--- src/rtl/wb_port_arbiter_pkg.sv ---
// Shared constants and types for the register-file writeback port arbiter.
// Source encoding matches src_o; REG_ZERO is the hardwired-zero register.
package wb_port_arbiter_pkg;
    localparam int AW = 5;
    localparam int DW = 32;

    localparam logic SRC_A = 1'b0;
    localparam logic SRC_B = 1'b1;

    localparam logic [AW-1:0] REG_ZERO = 5'd0;

    typedef enum logic {
        SLOT_EMPTY = 1'b0,
        SLOT_FULL  = 1'b1
    } slot_state_t;
endpackage

--- src/rtl/wb_port_arbiter_rr_arb2.sv ---
// Two-way round-robin arbiter: combinational one-hot grant gated by en, zero latency.
// The pointer names the side preferred on a tie and moves to the loser after every grant.
module rr_arb2 (
    input  logic       clk,
    input  logic       rst,
    input  logic [1:0] req,
    input  logic       en,
    output logic [1:0] gnt
);
    logic rr_ptr_q;
    logic rr_ptr_d;

    // rr_ptr_q = 0 prefers req[0] (A), 1 prefers req[1] (B)
    always_comb begin
        gnt = 2'b00;
        if (en) begin
            if (req[0] && (!req[1] || !rr_ptr_q)) begin
                gnt = 2'b01;
            end else if (req[1]) begin
                gnt = 2'b10;
            end
        end
    end

    always_comb begin
        rr_ptr_d = rr_ptr_q;
        if (gnt[0]) begin
            rr_ptr_d = 1'b1;
        end else if (gnt[1]) begin
            rr_ptr_d = 1'b0;
        end
    end

    always_ff @(posedge clk or posedge rst) begin
        if (rst) begin
            rr_ptr_q <= 1'b0;
        end else begin
            rr_ptr_q <= rr_ptr_d;
        end
    end
endmodule

--- src/rtl/wb_port_arbiter.sv ---
// Arbitrates A/B writebacks into one registered slot feeding the regfile; accept-to-write 1 cycle.
// Slot holds while stall_i is high; requests are refused only while the slot is full and stalled.
module wb_port_arbiter #(
    parameter int AW = wb_port_arbiter_pkg::AW,
    parameter int DW = wb_port_arbiter_pkg::DW
) (
    input  logic          clk,
    input  logic          rst,
    input  logic          a_valid,
    output logic          a_ready,
    input  logic [AW-1:0] a_addr,
    input  logic [DW-1:0] a_data,
    input  logic          b_valid,
    output logic          b_ready,
    input  logic [AW-1:0] b_addr,
    input  logic [DW-1:0] b_data,
    input  logic          stall_i,
    output logic          we_o,
    output logic [AW-1:0] waddr_o,
    output logic [DW-1:0] wdata_o,
    output logic          src_o
);
    import wb_port_arbiter_pkg::*;

    slot_state_t   state_q, state_d;
    logic [AW-1:0] waddr_q, waddr_d;
    logic [DW-1:0] wdata_q, wdata_d;
    logic          src_q, src_d;

    logic          out_valid;
    logic          free;
    logic          arb_en;
    logic [1:0]    gnt;
    logic          accept;
    logic          load;
    logic [AW-1:0] sel_addr;
    logic [DW-1:0] sel_data;
    logic          sel_src;

    rr_arb2 u_arb (
        .clk (clk),
        .rst (rst),
        .req ({b_valid, a_valid}),
        .en  (arb_en),
        .gnt (gnt)
    );

    // Outputs: we_o and the readies are combinational; holding rst masks the readies.
    always_comb begin
        out_valid = (state_q == SLOT_FULL);
        we_o      = out_valid & ~stall_i;
        free      = ~out_valid | ~stall_i;
        arb_en    = free & ~rst;
        a_ready   = free & gnt[0];
        b_ready   = free & gnt[1];
        waddr_o   = waddr_q;
        wdata_o   = wdata_q;
        src_o     = src_q;
    end

    // A granted $0 write completes its handshake but never occupies the slot.
    always_comb begin
        accept   = a_ready | b_ready;
        sel_src  = b_ready ? SRC_B : SRC_A;
        sel_addr = b_ready ? b_addr : a_addr;
        sel_data = b_ready ? b_data : a_data;
        load     = accept & (sel_addr != AW'(REG_ZERO));
        waddr_d  = load ? sel_addr : waddr_q;
        wdata_d  = load ? sel_data : wdata_q;
        src_d    = load ? sel_src  : src_q;
    end

    always_comb begin
        state_d = state_q;
        case (state_q)
            SLOT_EMPTY: if (load) state_d = SLOT_FULL;
            SLOT_FULL: begin
                if (load) begin
                    state_d = SLOT_FULL;
                end else if (we_o) begin
                    state_d = SLOT_EMPTY;
                end
            end
            default: state_d = SLOT_EMPTY;
        endcase
    end

    always_ff @(posedge clk or posedge rst) begin
        if (rst) begin
            state_q <= SLOT_EMPTY;
            waddr_q <= '0;
            wdata_q <= '0;
            src_q   <= SRC_A;
        end else begin
            state_q <= state_d;
            waddr_q <= waddr_d;
            wdata_q <= wdata_d;
            src_q   <= src_d;
        end
    end
endmodule

--- config.mk ---
export PLATFORM = sky130hd
export DESIGN_NAME = wb_port_arbiter
export DESIGN_NICKNAME = d
export VERILOG_FILES = /design/src/rtl/wb_port_arbiter_pkg.sv /design/src/rtl/wb_port_arbiter_rr_arb2.sv /design/src/rtl/wb_port_arbiter.sv
export SDC_FILE = /design/constraint.sdc
export NUM_CORES = 1
export LEC_CHECK = 0
export ABC_CLOCK_PERIOD_IN_PS = 2100
export CORE_MARGIN = 4
export CORE_UTILIZATION = 40
export CTS_CLUSTER_DIAMETER = 200
export CTS_CLUSTER_SIZE = 20
export DETAILED_ROUTE_END_ITERATION = 6
export HOLD_SLACK_MARGIN = 0.02
export PLACE_DENSITY = 0.84
export SLEW_MARGIN = 25
export SYNTH_ARGS = -nofsm -noshare
export SYNTH_HDL_FRONTEND = slang
export SYNTH_SLANG_ARGS = --single-unit
--- constraint.sdc ---
create_clock -name clk -period 2.1 [get_ports clk]
set_input_delay 0.315 -clock clk [delete_from_list [all_inputs] [get_ports clk]]
set_output_delay 0.315 -clock clk [all_outputs]
set_load 0.02 [all_outputs]
# ---- Word-level counts from Yosys, hierarchy flattened
# Index checks and enable logic that the tools add are counted.
dict set report totals {
  ff_bits 40
  latch_bits 0
  ram_bits 0
  output_inout_bits 41
  rom_bits 0
  mem_count 0
}
dict set report classes {
  reduce_logical 6
  addsub 0
  n_eq_ne 0
  n_mul 0
  mux 12
  magnitude_cmp 0
  shifts 0
  n_bitwise 10
  n_div 0
}
# operator count
set ops {}
lappend ops {{$mux 32} 1}
lappend ops {{$mux 1} 6}
lappend ops {{$mux 2} 3}
lappend ops {{$and 1x1->1} 5}
lappend ops {{$mux 5} 1}
lappend ops {{$reduce_bool 5->1} 1}
lappend ops {{$not 1->1} 3}
lappend ops {{$logic_not 1->1} 2}
lappend ops {{$or 1x1->1} 2}
lappend ops {{$pmux 1 s2} 1}
lappend ops {{$reduce_bool 2->1} 1}
lappend ops {{$logic_and 1x1->1} 1}
lappend ops {{$logic_or 1x1->1} 1}

# ---- Longest topological paths before layout
dict set report logic_depth {
  ltp_word 11
  depth_mapped 7
}

# ---- By module
# A second synthesis with hierarchy kept.
dict set report unflattened {
  hier_cells 153
  area_unflattened_um2 2197.1
}
# mod cells_each seq_area_each_um2 area_each_um2 n_inst
set by_module_without_submodules {}
lappend by_module_without_submodules {wb_port_arbiter 143 975.9 2124.5 1}
lappend by_module_without_submodules {rr_arb2 10 25.0 72.6 1}

# ---- Worst setup path before layout
# Ideal clock, no wire load.
dict set report synth_timing {
  path_type {reg2out}
  startpoint {reg state_q (netlist: out_valid)}
  endpoint {out a_ready}
  n_path_buf 2
  required_time_ns 1.785
  arrival_time_ns 1.513
  setup_slack_ns 0.272
  stages_incl_launch_ff 7
  path_cell_list {dfrtp_1 > a21oi_2 > nand3_1 > buf_2 > inv_2 > buf_2 > nor2_1}
}
dict set report synth_via {
  elab_chain_cells 5
}
# item line
set synth_rtl {}
lappend synth_rtl {{from (decl)} wb_port_arbiter.sv:25} ;# slot_state_t state_q, state_d;
lappend synth_rtl {{from (signal assigned)} wb_port_arbiter.sv:95} ;# state_q <= state_d;
lappend synth_rtl {{$not 1->1 (*)} --}
lappend synth_rtl {{$or 1x1->1 (*)} wb_port_arbiter.sv:52} ;# free = ~out_valid | ~stall_i;
lappend synth_rtl {{$and 1x1->1} wb_port_arbiter.sv:53} ;# arb_en = free & ~rst;
lappend synth_rtl {{$mux 2} wb_port_arbiter_rr_arb2.sv:16} ;# if (en) begin
lappend synth_rtl {{$and 1x1->1 (*)} wb_port_arbiter.sv:54} ;# a_ready = free & gnt[0];
lappend synth_rtl {{to (decl)} wb_port_arbiter.sv:10} ;# output logic a_ready,
# Mark *: on every way between the ends. The rest lies on a longest branch, timed or not.

# ---- Worst setup path after layout
dict set report layout_timing {
  startpoint {in b_addr[2]}
  endpoint {reg wdata_q[6] (netlist: wdata_o[6])}
}
dict set report layout_via {
  elab_chain_cells 3
}
# item line
set layout_rtl {}
lappend layout_rtl {{from (decl)} wb_port_arbiter.sv:15} ;# input logic [AW-1:0] b_addr,
lappend layout_rtl {{$mux 5} wb_port_arbiter.sv:65} ;# sel_addr = b_ready ? b_addr : a_addr;
lappend layout_rtl {{$reduce_bool 5->1} wb_port_arbiter.sv:67} ;# load = accept & (sel_addr != AW'(REG_ZERO));
lappend layout_rtl {{$and 1x1->1} wb_port_arbiter.sv:67}
lappend layout_rtl {{to (signal assigned)} wb_port_arbiter.sv:97} ;# wdata_q <= wdata_d;
lappend layout_rtl {{to (decl)} wb_port_arbiter.sv:27} ;# logic [DW-1:0] wdata_q, wdata_d;
# No other way between the ends.
# A chain may end at the register's enable or synchronous reset.

==> reports/qor.csv <==
metric;value;unit
crit_buf_inv;2;
cp-end-kind;register;
p_seq_frac;0.392;
via_per_inst;5.24;
wl;6870;µm
slew_headroom;0.654;
critPathKind;in -> reg;
fmax;0.505;GHz
finalHoldViolations;0;
grt_antenna_before_repair;0;
cts_made_buffers;5;
layout_setup_ws;0.121;ns
seq_area;0.00100;mm²
cp_slowest_cell;or4_4;
first_pass_iters;4;
finalPower;2770;µW
fin_setup_tns;0;ns
tritoncts;done;
swShare;0.343;
rr_endpoint;wdata_o[14]$_DFFE_PP0P_;
routedWlPerCell;16.0;µm
synth.distinct_cells;33;
power_switching;951;µW
syn_inst;224;
grt_pass1_vias;2345;
syn_avg_cell_area;10.5;µm²
setup_viol;0;
drtIter0Drc;143;
place.gp.congestion;0.809;
r2r_setup_slack;0.35;ns
dpl.hpwl;5350;µm
power_density;731;mW/mm²
slowest_delay;0.56;ns
min_period_over_period;0.942;
die_x;84.7;µm
cp.required;2.28;ns
grt_pass1_wl;11400;µm
synth_nets;303;
diodes;0;
yosys_warnings;0;
postCtsSetupBuffers;0;
syn_area;0.00235;mm²
io_buffers;119;
cp.arrival;2.16;ns
nets;435;
clk_pin_slew;0.07;ns
rsz0062_at_grt;no;
critical_path.top_delay_family;simple AND/OR/NAND/NOR gates;
grt_util_all_layers;0.195;
nFillCells;466;
area_delta_synth_final;60.9;%
die_y;84.7;µm
grt_max_degree;24;
r2r_start;out_valid$_DFF_PP0_;
cts_root_buf;clkbuf_8;
final_util;0.676;
holdCritPathClass;in -> async;
grt-ovfl-total;0;
reg2reg_depth;6;
fin_skew;0.00558;ns
finalCriticalPeriod;1.98;ns
drive_gt1_frac;0.149;
yosysSeqAreaShare;0.425;
crit_path_cell_trace;clkdlybuf4s50_1 > or4_4 > or2_1 > buf_12 > mux2i_1 > a221oi_1;
intPower;1820;µW
ios;120;
total_leakage_power;0.00172;µW
cts_buffer_depth;2;
ir_worst_vdd;0.413;mV
coreArea;0.00561;mm²
maxCapViolCount;0;
critPathLaunchType;input pin;
start_util;0.420;
multi_input_area;0.00111;mm²
vias;2243;
pwr-share-clk;0.174;
rows;27;
worstPathMaxFanout;15;
insertion_delay;0.28;ns
cts.sinks;40;
ys_ff_latch;40;
p_comb_frac;0.434;
max_slew.worst_pin.slew;0.516;ns
dp_slack;-0.212;ns
h-tree-depth;2;
slew_violations;0;
drc;0;
status;complete, no violations;
die_area;0.00718;mm²
postRouteAntennaNets;0;
-- worst register-to-register path, delay by kind of cell, from the launching register on --
family,cells,cell delay (ns)
compound gates,3,0.73
buf+inv,2,0.38
flops,1,0.40
simple gates,1,0.14
-- area by class of cell --
type                            count  share of cell area
Timing Repair Buffer              139               0.363
Multi-Input combinational cell    134               0.293
Sequential cell                    40               0.264
Inverter                           36              0.0357
Tap cell                           72              0.0238
Clock buffer                        6              0.0191
Clock inverter                      1             0.00132
-- power groups by stage --
stage | clock (µW) | combinational [µW] | sequential (µW)
2_1_floorplan | 0 | 400 | 1280
3_3_place_gp | 0 | 1190 | 1090
3_5_place_dp | 0 | 1220 | 1100
4_1_cts | 504 | 1220 | 1090
5_1_grt | 527 | 1290 | 1120
6_report | 483 | 1200 | 1090
-- how the worst max path moves through the flow --
stage	from	endpoint	slack [ns]	cells after the start
finish	b_addr[2]	wdata_o[6]$_DFFE_PP0P_	0.12	6
global placement	b_addr[2]	wdata_o[7]$_DFFE_PP0P_	-0.12	6
global route	b_addr[2]	wdata_o[7]$_DFFE_PP0P_	0.02	6
floorplan	out_valid$_DFF_PP0_	a_ready	0.27	6
CTS	b_addr[2]	wdata_o[6]$_DFFE_PP0P_	0.12	6
detailed placement	b_addr[2]	wdata_o[6]$_DFFE_PP0P_	-0.21	6
-- kinds of logic (layout without fill, tap and decap cells) --
| logic type | after synthesis | in the layout | synth area share |
|---|---|---|---|
| compound gates | 52 | 52 | 0.238 |
| simple gates | 48 | 48 | 0.0893 |
| flops | 40 | 40 | 0.425 |
| buf+inv | 50 | 182 | 0.104 |
| mux | 34 | 34 | 0.145 |
-- cells in the mapped netlist, drive strengths merged --
library cell,instances,area share
inv,36,0.057
a21o,1,0.0032
buf,13,0.045
a221oi,32,0.16
o211ai,1,0.0032
a21oi,3,0.0080
mux2i,34,0.14
nor2,37,0.060
nand2,3,0.0048
a31oi,1,0.0027
or2,1,0.0027
o221ai,1,0.0037
or3,1,0.0027
a22oi,1,0.0032
nand2b,1,0.0027
o21ba,1,0.0043
clkbuf,1,0.0016
o221a,3,0.014
dfrtp,40,0.43
nor2b,1,0.0027
o2111ai,1,0.011
or4,2,0.0096
a211o,3,0.011
nand3,2,0.0043
o21ai,4,0.0085
-- layer usage --
metal / vias to the layer above / GRT usage / routed length [µm]
li1: 1065 / - / -
met1: 1094 / 0.236 / 2960
met2: 82 / 0.342 / 3370
met5: - / 0 / 0
met3: 2 / 0.0589 / 513
met4: 0 / 0.0403 / 24
-- placed cells by master (no fill, tap or decap), types with 2 or more instances in the layout --
| cell | count |
|---|---|
| a211o_1 | 3 |
| a21oi_1 | 2 |
| a221oi_1 | 15 |
| a221oi_2 | 17 |
| buf_12 | 3 |
| buf_4 | 17 |
| clkbuf_8 | 5 |
| clkdlybuf4s50_1 | 117 |
| dfrtp_1 | 40 |
| dlygate4sd2_1 | 2 |
| inv_1 | 34 |
| mux2i_1 | 34 |
| nand2_1 | 3 |
| nand3_1 | 2 |
| nor2_1 | 36 |
| o21ai_0 | 3 |
| o221a_2 | 3 |
| or4_4 | 2 |
-- metrics by stage --
| step | area (µm²) | hold WS, ns | cells |
|---|---|---|---|
| after floorplan | 2350 | 0.412 | 224 |
| after global placement | 3710 | 0.488 | 421 |
| after detailed placement | 3710 | 0.498 | 421 |
| after CTS | 3790 | 0.473 | 428 |
| after global routing | 3790 | 0.507 | 428 |
| final | 3790 | 0.473 | 428 |
-- registers in the layout, summed over array words and instances (netlist names) --
register and flops:
wdata_o 32, waddr_o 5, out_valid 1, src_o 1
u_arb.rr_ptr_q 1
-- timing repair --
item                                    4_1_cts  5_1_grt
resized for setup                             2        0
endpoints found under the setup margin        2        0
hold buffers                                  0        0
Note: power is estimated with default switching activity, not from simulation.
